File: src/rtl/div_pkg.sv
// Shared opcodes and FSM encodings for the EX-stage integer divider.
package div_pkg;

  localparam logic [7:0]  EXE_DIV_OP    = 8'b0001_1010;
  localparam logic [7:0]  EXE_DIVU_OP   = 8'b0001_1011;
  localparam logic [7:0]  EXE_ADD_OP    = 8'b0010_0000;
  localparam logic [31:0] DIV_ZERO_QUOT = 32'hFFFF_FFFF;

  typedef enum logic [1:0] {
    DIV_IDLE = 2'd0,
    DIV_BUSY = 2'd1,
    DIV_DONE = 2'd2
  } div_state_e;

  function automatic logic is_div_op(input logic [7:0] op);
    return (op == EXE_DIV_OP) || (op == EXE_DIVU_OP);
  endfunction

endpackage

File: src/rtl/div_sign_fix.sv
// Conditional two's-complement negate: magnitude on the way in, sign restore on the way out.
module div_sign_fix #(
  parameter int WIDTH = 32
) (
  input  logic [WIDTH-1:0] val,
  input  logic             neg,
  output logic [WIDTH-1:0] res
);

  // -0x80..0 wraps to itself, which read as unsigned is exactly 2^(WIDTH-1)
  assign res = neg ? -val : val;

endmodule

File: src/rtl/div_unit.sv
// Multi-cycle radix-2 restoring divider (quotient on lo_o, remainder on hi_o).
// Optional DIV_EARLY_EXIT_EN: skip iterations when |divisor| > |dividend|.
module div_unit
  import div_pkg::*;
#(
  parameter int WIDTH = 32,
  parameter int CNT_W = 6
) (
  input  logic             clk,
  input  logic             rst,
  input  logic [7:0]       alucontrol,
  input  logic             start_i,
  input  logic             flush_i,
  input  logic [WIDTH-1:0] opa_i,
  input  logic [WIDTH-1:0] opb_i,
  output logic             stall_o,
  output logic             ready_o,
  output logic [WIDTH-1:0] lo_o,
  output logic [WIDTH-1:0] hi_o
);

  localparam logic [CNT_W-1:0] LAST = CNT_W'(WIDTH - 1);

  div_state_e       state, state_n;
  logic [CNT_W-1:0] cnt;
  logic [WIDTH-1:0] rem, quo, dvs;
  logic             neg_q, neg_r;

  logic             sgn_in, accept, zero_div, early;
  logic [WIDTH:0]   rem_w;
  logic             ge;
  logic [WIDTH-1:0] rem_n, quo_n;

  // index 0: dividend / quotient, index 1: divisor / remainder
  logic [1:0][WIDTH-1:0] pre_in, pre_out, post_in, post_out;
  logic [1:0]            pre_neg, post_neg;

  assign sgn_in   = (alucontrol == EXE_DIV_OP);
  assign accept   = start_i & ~flush_i & is_div_op(alucontrol);
  assign pre_in   = {opb_i, opa_i};
  assign pre_neg  = {sgn_in & opb_i[WIDTH-1], sgn_in & opa_i[WIDTH-1]};
  assign post_in  = {rem_n, quo_n};
  assign post_neg = {neg_r, neg_q};
  assign zero_div = (opb_i == '0);

  for (genvar g = 0; g < 2; g++) begin : g_fix
    div_sign_fix #(.WIDTH(WIDTH)) u_pre (
      .val(pre_in[g]), .neg(pre_neg[g]), .res(pre_out[g])
    );
    div_sign_fix #(.WIDTH(WIDTH)) u_post (
      .val(post_in[g]), .neg(post_neg[g]), .res(post_out[g])
    );
  end

`ifdef DIV_EARLY_EXIT_EN
  assign early = ~zero_div & (pre_out[1] > pre_out[0]);
`else
  assign early = 1'b0;
`endif

  // One restoring step; the shifted partial remainder needs WIDTH+1 bits
  // because an unsigned divisor may use the full word.
  always_comb begin
    rem_w = {rem, quo[WIDTH-1]};
    ge    = (rem_w >= {1'b0, dvs});
    rem_n = ge ? WIDTH'(rem_w - {1'b0, dvs}) : rem_w[WIDTH-1:0];
    quo_n = {quo[WIDTH-2:0], ge};
  end

  always_comb begin
    state_n = state;
    stall_o = 1'b0;
    ready_o = 1'b0;
    case (state)
      DIV_IDLE: begin
        stall_o = accept;
        if (accept) state_n = (zero_div | early) ? DIV_DONE : DIV_BUSY;
      end
      DIV_BUSY: begin
        stall_o = 1'b1;
        if (cnt == LAST) state_n = DIV_DONE;
      end
      DIV_DONE: begin
        ready_o = 1'b1;
        state_n = DIV_IDLE;
      end
      default: state_n = DIV_IDLE;
    endcase
    if (flush_i) begin
      state_n = DIV_IDLE;
      stall_o = 1'b0;
    end
  end

  always_ff @(posedge clk) begin
    if (rst) begin
      state <= DIV_IDLE;
      cnt   <= '0;
      rem   <= '0;
      quo   <= '0;
      dvs   <= '0;
      neg_q <= 1'b0;
      neg_r <= 1'b0;
      lo_o  <= '0;
      hi_o  <= '0;
    end else begin
      state <= state_n;
      if (flush_i) begin
        cnt <= '0;
      end else begin
        case (state)
          DIV_IDLE: if (accept) begin
            rem   <= '0;
            quo   <= pre_out[0];
            dvs   <= pre_out[1];
            neg_q <= sgn_in & (opa_i[WIDTH-1] ^ opb_i[WIDTH-1]);
            neg_r <= sgn_in & opa_i[WIDTH-1];
            cnt   <= '0;
            if (zero_div) begin
              lo_o <= '1;
              hi_o <= opa_i;
            end else if (early) begin
              lo_o <= '0;
              hi_o <= opa_i;
            end
          end
          DIV_BUSY: begin
            rem <= rem_n;
            quo <= quo_n;
            cnt <= cnt + CNT_W'(1);
            if (cnt == LAST) begin
              lo_o <= post_out[0];
              hi_o <= post_out[1];
            end
          end
          default: ;
        endcase
      end
    end
  end

endmodule

File: config.mk
export PLATFORM = sky130hd
export DESIGN_NAME = div_unit
export DESIGN_NICKNAME = d
export VERILOG_FILES = /design/src/rtl/div_pkg.sv /design/src/rtl/div_sign_fix.sv /design/src/rtl/div_unit.sv
export SDC_FILE = /design/constraint.sdc
export NUM_CORES = 1
export LEC_CHECK = 0
export ABC_AREA = 1
export CAP_MARGIN = 20
export CELL_PAD_IN_SITES_DETAIL_PLACEMENT = 1
export CELL_PAD_IN_SITES_GLOBAL_PLACEMENT = 2
export CORE_MARGIN = 5
export CORE_UTILIZATION = 33
export CTS_CLUSTER_SIZE = 28
export DETAILED_ROUTE_END_ITERATION = 8
export HOLD_SLACK_MARGIN = 0.03
export PLACE_DENSITY_LB_ADDON = 0.1
export SETUP_SLACK_MARGIN = 0.1
export SYNTH_ARGS = -nofsm -noshare
export SYNTH_HDL_FRONTEND = slang
export SYNTH_SLANG_ARGS = --single-unit
File: constraint.sdc
create_clock -name clk -period 6.3 [get_ports clk]
set_input_delay 1.26 -clock clk [delete_from_list [all_inputs] [get_ports clk]]
set_output_delay 1.26 -clock clk [all_outputs]
set_load 0.05 [all_outputs]
==> impl_metrics.yaml, run 1 <==
sta:
  grt_setup_unrepaired: "no"
  clock_skew_ns: 0.0101
  period_needed_ns: 4.71
  fmaxAchievable_ghz: 0.212
  tns_ns: 0
  period_share_pct: 74.8
  hold_slack_ns: 0.470
  relSlewSlack_pct: 41.7
  worst_slew_pin_slew_ns: 0.874
  hold_violations: 0
  setup_viol_count_final: 0
  report.final.slew_viol_count: 0
worst_setup_path:
  crit_start: "dvs[29]$_SDFFE_PP0P_"
  cp_data_required_time_ns: 6.63
  critPathArrivalTime_ns: 5.04
  worst_r2r_path_depth: 26
  reg2reg_to: "lo_o[28]$_SDFFE_PP0P_"
  path_max_fanout: 26
  setup.worst_path.end: "lo_o[28]$_SDFFE_PP0P_"
  r2r_start: "dvs[29]$_SDFFE_PP0P_"
  reg2reg_slack_ns: 1.59
  critPathKind: "reg -> reg"
  critPathCaptureType: "register"
  startpoint_type: "register"
synth:
  yosysMostFrequentCell: "nand2_1"
  ys_dominant_reg_cell: "dfxtp_1"
  seq_area_frac_synth_pct: 25.8
  yosys.area_share.simple_pct: 35.9
  synth-edff-count: 0
  synth_xor_area_share_pct: 3.13
  synth_area_um2: 13200
  synth_fa_ha_area_share_pct: 3.67
  yosysWarningCount: 0
  ys_types: 60
  yosys-top-cells-count: "614 x nand2_1, 299 x inv_1, 205 x nor2_1, 193 x a21oi_1, 170 x dfxtp_1"
  syn_nets: 2317
  synthArstFlopShare_pct: 0
  ys_top_cells_by_area: "dfxtp_1 26%, nand2_1 18%, inv_1 8.5%"
  synth_top_family_by_area: "simple AND/OR/NAND/NOR gates"
  syn-mean-instance-area_um2: 5.98
  synth_seq_cells: 170
  yosysTopAreaCell: "dfxtp_1"
  synth_compound_area_share_pct: 19.3
  yosys-mux-area-fraction_pct: 0
  yosys.area.top_type_share_pct: 25.8
  syn_inst: 2203
global_routing:
  globalRouteOverflowTotal: 0
  antenna_found_initial: 0
  grt_max_degree: 68
  grt_pass1_vias: 15000
  grt_usage_pct: 25.2
  grt_pass1_wl_um: 87400
power_and_ir_drop:
  p_leak_nw: 7.12
  power_density_nw_per_um2: 161
  irDropWorstVdd_mv: 0.172
  power_mw: 2.50
hold_path:
  hold_depth: 2
  hold_class: "reg -> reg"
final_layout:
  nFillCells: 5306
  n_antenna_cell: 0
  stdcell_count: 2831
  area_growth_syn_to_layout_pct: 18.2
  finish.net_count: 2407
  drive_above_1_share_pct: 5.38
  utilization_pct: 39.3
route:
  drc: 0
  dr.pass1.iters: 7
  vias: 14800
  drtAntennaViolNets: 0
  first_iter_violations: 693
  viasPerCell: 5.22
  routed_wl_um: 56800
  avgRoutedWirePerCell_um: 20.1
die:
  initial_core_util_pct: 33.2
  ios: 142
  die_h_um: 210
  core_area_um2: 39600
  rows: 73
  die_area_um2: 44000
  die_w_um: 210
place:
  portBuffers: 141
  gp_congestion: 0.947
  dp_hpwl_um: 44800
  placed_cells: 2799
clocking:
  cts_tree: "yes"
  clockRootBuffer: "clkbuf_16"
  cts.htree.levels: 4
  clk_pin_slew_ns: 0.08
  clock_sink_count: 170
  post_cts_buffers: 0
  cts_buffers: 17
  worstSkewPairLatency_ns: 0.46
  ctsHoldBuffers: 0
  cts-resized-gates: 0
  clockBufferDepth: 2
outcome:
  status: "finished, final reports clean"
run:
  cap_viol_max_count: 0
==> cell usage in the layout, fill, tap and decap left out, drive strengths merged, types with 3 or more instances in the layout <==
| cell type | instances |
|---|---|
| o221a | 4 |
| clkdlybuf4s50 | 139 |
| o221ai | 4 |
| o211ai | 31 |
| o311ai | 3 |
| nand2 | 629 |
| a21oi | 196 |
| o21ai | 144 |
| a221oi | 5 |
| a211oi | 4 |
| nand3b | 11 |
| nand3 | 142 |
| nor2 | 222 |
| ha | 37 |
| or4 | 3 |
| o2111ai | 3 |
| xor2 | 34 |
| o31ai | 4 |
| clkbuf | 18 |
| nor4 | 9 |
| nor3 | 37 |
| dfxtp | 170 |
| buf | 20 |
| a41oi | 4 |
| clkinv | 5 |
| nand4 | 36 |
| or2 | 9 |
| o21bai | 10 |
| inv | 317 |
| a31oi | 30 |
| xnor2 | 13 |
==> per-stage QoR <==
step	cell area, µm²	setup slack, ns
finish	15600	1.59
floorplan	13200	1.99
CTS	15600	1.62
global route	15600	1.08
global placement	15000	1.50
detailed placement	15000	1.31
==> registers in the layout, summed over array words and instances (netlist names) <==
signal  flops
cnt         6
neg_r       1
quo        32
rem        32
lo_o       32
hi_o       32
dvs        32
neg_q       1
state       2
==> where the power goes <==
part | switching (mW) | internal [mW] | leakage (nW)
sequential | 0.000906 | 1.07 | 1.37
clock | 0.555 | 0.576 | 0.295
combinational | 0.193 | 0.105 | 5.46
total | 0.748 | 1.76 | 7.12
==> worst max-delay path, stage by stage (launching register included) <==
cell	delay, ns
dfxtp_1	0.33
inv_1	0.12
ha_1	0.38
nand2_1	0.19
inv_1	0.11
nand3b_1	0.10
nor2_1	0.06
nand3_1	0.07
nand2_1	0.08
or2_1	0.32
nand2_4	0.32
ha_1	0.25
inv_1	0.06
nor3_1	0.26
nand2_1	0.12
nor3_1	0.30
nand2_1	0.16
nor2_1	0.11
inv_1	0.06
nor2_1	0.09
nand4_1	0.19
nor3_1	0.42
nand4_1	0.13
nand2_1	0.11
nand2_1	0.06
o211ai_1	0.08
a21oi_1	0.08
==> how the worst min path moves through the flow <==
stage / from / endpoint / slack (ns)
after detailed placement: lo_o[13]$_SDFFE_PP0P_ / lo_o[13]$_SDFFE_PP0P_ / 0.46
after CTS: lo_o[28]$_SDFFE_PP0P_ / lo_o[28]$_SDFFE_PP0P_ / 0.47
after global routing: lo_o[28]$_SDFFE_PP0P_ / lo_o[28]$_SDFFE_PP0P_ / 0.48
after global placement: cnt[5]$_SDFFE_PP0P_ / cnt[5]$_SDFFE_PP0P_ / 0.45
after floorplan: dvs[21]$_SDFFE_PP0P_ / dvs[21]$_SDFFE_PP0P_ / 0.44
final: lo_o[28]$_SDFFE_PP0P_ / lo_o[28]$_SDFFE_PP0P_ / 0.47
==> cells by family after synthesis <==
group           after synthesis
flops                       170
xor+xnor                     47
compound gates              449
fa+ha+maj                    38
buf+inv                     397
simple gates               1102
==> metal layers <==
metal  track usage [%]  part of all wire [%]  up-vias
met1              32.0                    45     7136
met3              2.88                   2.5       70
met4              7.54                   2.9        0
li1                  -                     -     7363
met2              44.9                    50      217
met5                 0                     0        -
==> area by class of cell <==
cell class / instances / area [µm²] / area share [%]
clock buffer: 18 / 439 / 2.82
sequential: 170 / 3400 / 21.9
clock inverter: 14 / 155 / 0.997
timing repair buffer: 159 / 1550 / 9.99
tap: 525 / 657 / 4.22
inverter: 309 / 1160 / 7.45
multi-input combinational: 1636 / 8190 / 52.6
No activity file was read; power rests on OpenSTA's default activity.
==> run 2, diff against run 1 <==
--- a/config.mk
+++ b/config.mk
@@ -10,7 +10,7 @@
 export CELL_PAD_IN_SITES_DETAIL_PLACEMENT = 1
 export CELL_PAD_IN_SITES_GLOBAL_PLACEMENT = 2
 export CORE_MARGIN = 5
-export CORE_UTILIZATION = 33
+export CORE_UTILIZATION = 31
 export CTS_CLUSTER_SIZE = 28
 export DETAILED_ROUTE_END_ITERATION = 8
 export HOLD_SLACK_MARGIN = 0.03
==> constraint.sdc (replaced) <==
create_clock -name clk -period 4.6 [get_ports clk]
set_input_delay 0.92 -clock clk [delete_from_list [all_inputs] [get_ports clk]]
set_output_delay 0.92 -clock clk [all_outputs]
set_load 0.05 [all_outputs]
==> run 2 against run 1 <==
Against the previous run:
- non-clock buffer count grew 27
- total power grew 41%
- core utilization shrank 1.5 points
- cell count grew 1.4%
- count of clock-buffer cells in the layout grew 1
- final area grew 1.8%
- largest power group unchanged
==> impl_metrics.yaml, run 2 (synthesis results as in run 1) <==
worst_setup_path:
  critPathCaptureType: "register"
  startpoint_type: "register"
  cp_data_required_time_ns: 5.01
  path_max_fanout: 7
  crit_start: "dvs[20]$_SDFFE_PP0P_"
  reg2reg_to: "lo_o[30]$_SDFFE_PP0P_"
  worst_r2r_path_depth: 25
  critPathKind: "reg -> reg"
  critPathArrivalTime_ns: 4.67
  reg2reg_slack_ns: 0.34
  r2r_start: "dvs[20]$_SDFFE_PP0P_"
sta:
  hold_slack_ns: 0.467
  relSlewSlack_pct: 36.1
  report.final.slew_viol_count: 0
  fmaxAchievable_ghz: 0.235
  grt_setup_unrepaired: "yes"
  worst_slack_ns: 0.342
  hold_violations: 0
  tns_ns: 0
  clock_skew_ns: 0.0112
  worst_slew_pin_slew_ns: 0.935
  setup_viol_count_final: 0
  period_needed_ns: 4.26
  period_share_pct: 92.6
power_and_ir_drop:
  p_leak_nw: 7.27
  power_mw: 3.53
  power_density_nw_per_um2: 223
  irDropWorstVdd_mv: 0.193
hold_path:
  hold_end: "cnt[5]$_SDFFE_PP0P_"
  hold_class: "reg -> reg"
  hold_depth: 2
  min_from: "cnt[5]$_SDFFE_PP0P_"
die:
  die_w_um: 216
  core_area_um2: 41900
  die_h_um: 216
  initial_core_util_pct: 31.4
  die_area_um2: 46700
  rows: 75
  ios: 142
final_layout:
  finish.net_count: 2434
  area_growth_syn_to_layout_pct: 20.3
  final_cell_mix: "614 x nand2_1, 298 x inv_1, 200 x nor2_1"
  postLayoutCellArea_um2: 15800
  utilization_pct: 37.8
  layout_commonest_cell: "nand2_1"
  n_antenna_cell: 0
  stdcell_count: 2872
  drive_above_1_share_pct: 6.56
global_routing:
  grt_pass1_wl_um: 90900
  antenna_found_initial: 0
  grt_usage_pct: 25.0
  globalRouteOverflowTotal: 0
  grt_max_degree: 80
  grt_pass1_vias: 15200
clocking:
  clock_sink_count: 170
  clk_pin_slew_ns: 0.08
  post_cts_buffers: 0
  clockRootBuffer: "clkbuf_16"
  cts.htree.levels: 4
  clockBufferDepth: 2
  cts_tree: "yes"
  worstSkewPairLatency_ns: 0.49
  cts_buffers: 17
  ctsHoldBuffers: 0
place:
  placed_cells: 2840
  portBuffers: 141
  gp_congestion: 0.977
  dp_slack_ns: 0.218
  place_area_um2: 15200
  dp_hpwl_um: 47200
run:
  cap_viol_max_count: 0
route:
  avgRoutedWirePerCell_um: 20.7
  first_iter_violations: 784
  dr.pass1.iters: 5
  routed_wl_um: 59300
  viasPerCell: 5.22
  drc: 0
  drtAntennaViolNets: 0
  vias: 15000
outcome:
  status: "finished, final reports clean"
-- run 2: cell types whose count changed in the layout (fill, tap and decap cells not counted), sizes merged --
cell	before	now
buf	20	47
bufinv	1	4
clkbuf	18	19
clkinv	5	4
clkinvlp	0	2
inv	317	312
-- run 2: what timing repair did --
item,4_1_cts,5_1_grt
hold endpoints to repair,0,0
resized for setup,0,3
endpoints found under the setup margin,0,6
-- run 2: routing by layer --
layer	GRT usage [%]	vias to the layer above	wire (µm)
li1	-	7423	-
met1	31.8	7198	26400
met2	43.1	287	28700
met3	3.36	89	2070
met4	9.92	0	2180
met5	0	-	0
-- run 2: how the worst max path moves through the flow --
stage / slack (ns) / endpoint / cells past startpoint
4_1_cts: 0.24 / lo_o[30]$_SDFFE_PP0P_ / 24
2_1_floorplan: 0.97 / stall_o / 6
3_5_place_dp: 0.22 / lo_o[23]$_SDFFE_PP0P_ / 17
3_3_place_gp: 0.27 / lo_o[24]$_SDFFE_PP0P_ / 17
5_1_grt: 0.002 / lo_o[30]$_SDFFE_PP0P_ / 24
6_report: 0.34 / lo_o[30]$_SDFFE_PP0P_ / 25
-- run 2: critical path, cell delays in order, from the launching register on --
cell	delay [ns]
dfxtp_1	0.33
inv_1	0.10
ha_1	0.40
nand2_1	0.17
nor2_2	0.07
nand2_1	0.12
inv_1	0.08
nand3_1	0.09
nand2_1	0.09
or2_1	0.31
nand2_4	0.13
ha_1	0.16
inv_1	0.06
nor3_2	0.19
nand2_1	0.12
nor3_1	0.24
nand2_1	0.16
nor2_1	0.11
inv_1	0.05
nor2_1	0.09
nand4_1	0.25
nor2_2	0.22
a31oi_1	0.18
a21oi_1	0.20
o31ai_1	0.10
a21oi_1	0.17
-- run 2: layout make-up --
cell class              instances  area [µm²]
clock buffers                  19         443
clock inverters                13         189
fillers                      5540       26100
inverters                     309        1160
multi-input cells            1636        8200
flip-flops and latches        170        3400
well taps                     539         674
repair buffers                186        1770
-- run 2: where the power goes --
part	leakage (nW)	switching, mW	internal (mW)
logic	5.60	0.267	0.147
clock network	0.305	0.718	0.928
registers	1.37	0.00122	1.47
==> run 3, diff against run 2 <==
--- a/config.mk
+++ b/config.mk
@@ -6,16 +6,18 @@
 export NUM_CORES = 1
 export LEC_CHECK = 0
 export ABC_AREA = 1
-export CAP_MARGIN = 20
+export CAP_MARGIN = 30
 export CELL_PAD_IN_SITES_DETAIL_PLACEMENT = 1
 export CELL_PAD_IN_SITES_GLOBAL_PLACEMENT = 2
 export CORE_MARGIN = 5
-export CORE_UTILIZATION = 31
+export CORE_UTILIZATION = 30
 export CTS_CLUSTER_SIZE = 28
 export DETAILED_ROUTE_END_ITERATION = 8
+export GPL_TIMING_DRIVEN = 0
 export HOLD_SLACK_MARGIN = 0.03
 export PLACE_DENSITY_LB_ADDON = 0.1
 export SETUP_SLACK_MARGIN = 0.1
 export SYNTH_ARGS = -nofsm -noshare
 export SYNTH_HDL_FRONTEND = slang
+export SYNTH_HIERARCHICAL = 1
 export SYNTH_SLANG_ARGS = --single-unit
==> run 3 against run 2 <==
Against the previous run:
- hold slack gained 0.016 ns
- sequential share of layout area fell by 1.9 points
- core utilization is 1.6 points lower
- synthesized cell count rose by 19%
- routed wire length up 3.1%
- non-clock buffer count grew 44
- die area increased by 14%
- setup slack improved by 0.014 ns
- via count increased by 8.3%
- critical path type is now in -> out
==> impl_metrics.yaml, run 3 <==
synth:
  syn_nets: 2729
  synth-edff-count: 0
  yosys-mux-area-fraction_pct: 0
  yosys-top-cells-count: "1043 x nand2_1, 390 x nor2_1, 311 x inv_1, 170 x dfxtp_1, 118 x nand3_1"
  ys_top_cells_by_area: "nand2_1 27%, dfxtp_1 23%, nor2_1 10%"
  yosys.area_share.simple_pct: 48.6
  seq_area_frac_synth_pct: 23.3
  yosysWarningCount: 6
  synthArstFlopShare_pct: 0
  ys_types: 40
  synth_seq_cells: 170
  syn-mean-instance-area_um2: 5.58
  synth_fa_ha_area_share_pct: 3.31
  ys_dominant_reg_cell: "dfxtp_1"
  yosysMostFrequentCell: "nand2_1"
  synth_area_um2: 14600
  synth_top_family_by_area: "simple AND/OR/NAND/NOR gates"
  yosys.area.top_type_share_pct: 26.8
  synth_xor_area_share_pct: 4.20
  syn_inst: 2615
  yosysTopAreaCell: "nand2_1"
  synth_compound_area_share_pct: 8.50
route:
  first_iter_violations: 865
  viasPerCell: 4.77
  dr.pass1.iters: 5
  vias: 16200
  drc: 0
  drtAntennaViolNets: 0
  routed_wl_um: 61200
  avgRoutedWirePerCell_um: 18.0
sta:
  report.final.slew_viol_count: 0
  period_needed_ns: 4.24
  clock_skew_ns: 0.0146
  fmaxAchievable_ghz: 0.236
  hold_slack_ns: 0.483
  worst_slew_pin_slew_ns: 0.816
  hold_violations: 0
  period_share_pct: 92.3
  relSlewSlack_pct: 45.6
  grt_setup_unrepaired: "no"
  setup_viol_count_final: 0
  worst_slack_ns: 0.356
final_layout:
  area_growth_syn_to_layout_pct: 18.9
  n_antenna_cell: 0
  final_cell_mix: "1043 x nand2_1, 390 x nor2_1, 311 x inv_1"
  layout_commonest_cell: "nand2_1"
  drive_above_1_share_pct: 6.53
  utilization_pct: 36.2
  nFillCells: 6546
  multi_input_area_um2: 9430
  regArea_um2: 3400
  finish.net_count: 2888
die:
  core_area_um2: 47900
  initial_core_util_pct: 30.4
  die_area_um2: 53200
  die_w_um: 231
  ios: 142
  rows: 80
  die_h_um: 231
clocking:
  clk_pin_slew_ns: 0.06
  cts_tree: "yes"
  clockRootBuffer: "clkbuf_16"
  post_cts_buffers: 0
  clockBufferDepth: 2
  cts_buffers: 17
  worstSkewPairLatency_ns: 0.48
  clock_sink_count: 170
  cts.htree.levels: 4
  ctsHoldBuffers: 0
place:
  gp_congestion: 0.879
  portBuffers: 140
  dp_hpwl_um: 52100
  dp_slack_ns: -0.181
power_and_ir_drop:
  power_density_nw_per_um2: 197
  p_switching_mw: 0.974
  combPwrFrac_pct: 12.7
  seqPwrFrac_pct: 43.1
  pwr-share-clk_pct: 44.1
  irDropWorstVdd_mv: 0.242
  p_leak_nw: 8.66
  sw_frac_of_total_pct: 28.5
  intPower_mw: 2.44
worst_setup_path:
  reg2reg_slack_ns: 0.66
  cp_data_required_time_ns: 3.68
  critPathCaptureType: "primary output"
  reg2reg_to: "hi_o[30]$_SDFFE_PP0P_"
  critPathArrivalTime_ns: 3.32
  path_max_fanout: 10
  crit_start: "alucontrol[5]"
  r2r_start: "dvs[21]$_SDFFE_PP0P_"
  startpoint_type: "primary input"
  critPathKind: "in -> out"
  worst_r2r_path_depth: 27
hold_path:
  min_from: "dvs[3]$_SDFFE_PP0P_"
  hold_depth: 2
  hold_end: "dvs[3]$_SDFFE_PP0P_"
  hold_class: "reg -> reg"
run:
  cap_viol_max_count: 0
outcome:
  status: "finished, final reports clean"
global_routing:
  antenna_found_initial: 0
  grt_usage_pct: 22.8
  grt_max_degree: 17
  grt_pass1_wl_um: 94900
  grt_pass1_vias: 16600
  globalRouteOverflowTotal: 0
run 3: worst max path at each step:
stage	end	slack [ns]	depth (start not counted)
2_1_floorplan	stall_o	1.47	7
3_3_place_gp	stall_o	-0.15	11
3_5_place_dp	stall_o	-0.18	11
4_1_cts	stall_o	0.10	11
5_1_grt	stall_o	0.19	10
6_report	stall_o	0.36	9
run 3: what timing repair did:
action,4_1_cts,5_1_grt
endpoints found under the setup margin,1,1
resized for setup,1,2
pin swaps,0,0
run 3: power by group through the flow:
stage | Combinational (mW) | Sequential [mW] | Clock [mW]
floorplan | 0.235 | 1.51 | 0
global placement | 0.432 | 1.51 | 0
detailed placement | 0.435 | 1.51 | 0
CTS | 0.438 | 1.47 | 1.55
global route | 0.484 | 1.47 | 1.61
finish | 0.434 | 1.47 | 1.51
run 3: logic make-up after synthesis:
family                   count (synthesis)
AND/OR/NAND/NOR                       1706
buffers and inverters                  411
AO/OA/AOI/OAI                          220
flip-flops                             170
XOR/XNOR                                70
adder cells (fa/ha/maj)                 38
run 3: area by class of cell:
| class | count | area share (%) |
|---|---|---|
| multi-input combinational | 2034 | 54.3 |
| sequential | 170 | 19.6 |
| timing repair buffer | 140 | 8.05 |
| inverter | 321 | 6.94 |
| tap | 615 | 4.43 |
| buffer | 90 | 3.23 |
| clock buffer | 18 | 2.47 |
| clock inverter | 14 | 0.923 |
run 3: stage by stage:
| step | total power [mW] | instance area (µm²) | instances | TNS, ns |
|---|---|---|---|---|
| finish | 3.41 | 17400 | 3402 | 0 |
| global route | 3.56 | 17400 | 3402 | 0 |
| global placement | 1.94 | 16800 | 3370 | -0.150 |
| detailed placement | 1.94 | 16800 | 3370 | -0.181 |
| CTS | 3.46 | 17400 | 3402 | 0 |
| floorplan | 1.74 | 14600 | 2615 | 0 |
run 3: worst max-delay path: stages:
cell             delay (ns)
clkdlybuf4s50_1        0.44
nor4_4                 0.44
nand3_2                0.31
inv_2                  0.23
nor2_4                 0.08
nor2_4                 0.12
buf_6                  0.16
buf_2                  0.28
clkbuf_2               0.33
run 3: layer usage:
layer,GRT usage [%],wire (µm)
met2,39.7,29600
met3,2.81,1460
met4,6.97,1650
met5,0,0
met1,29.5,28500
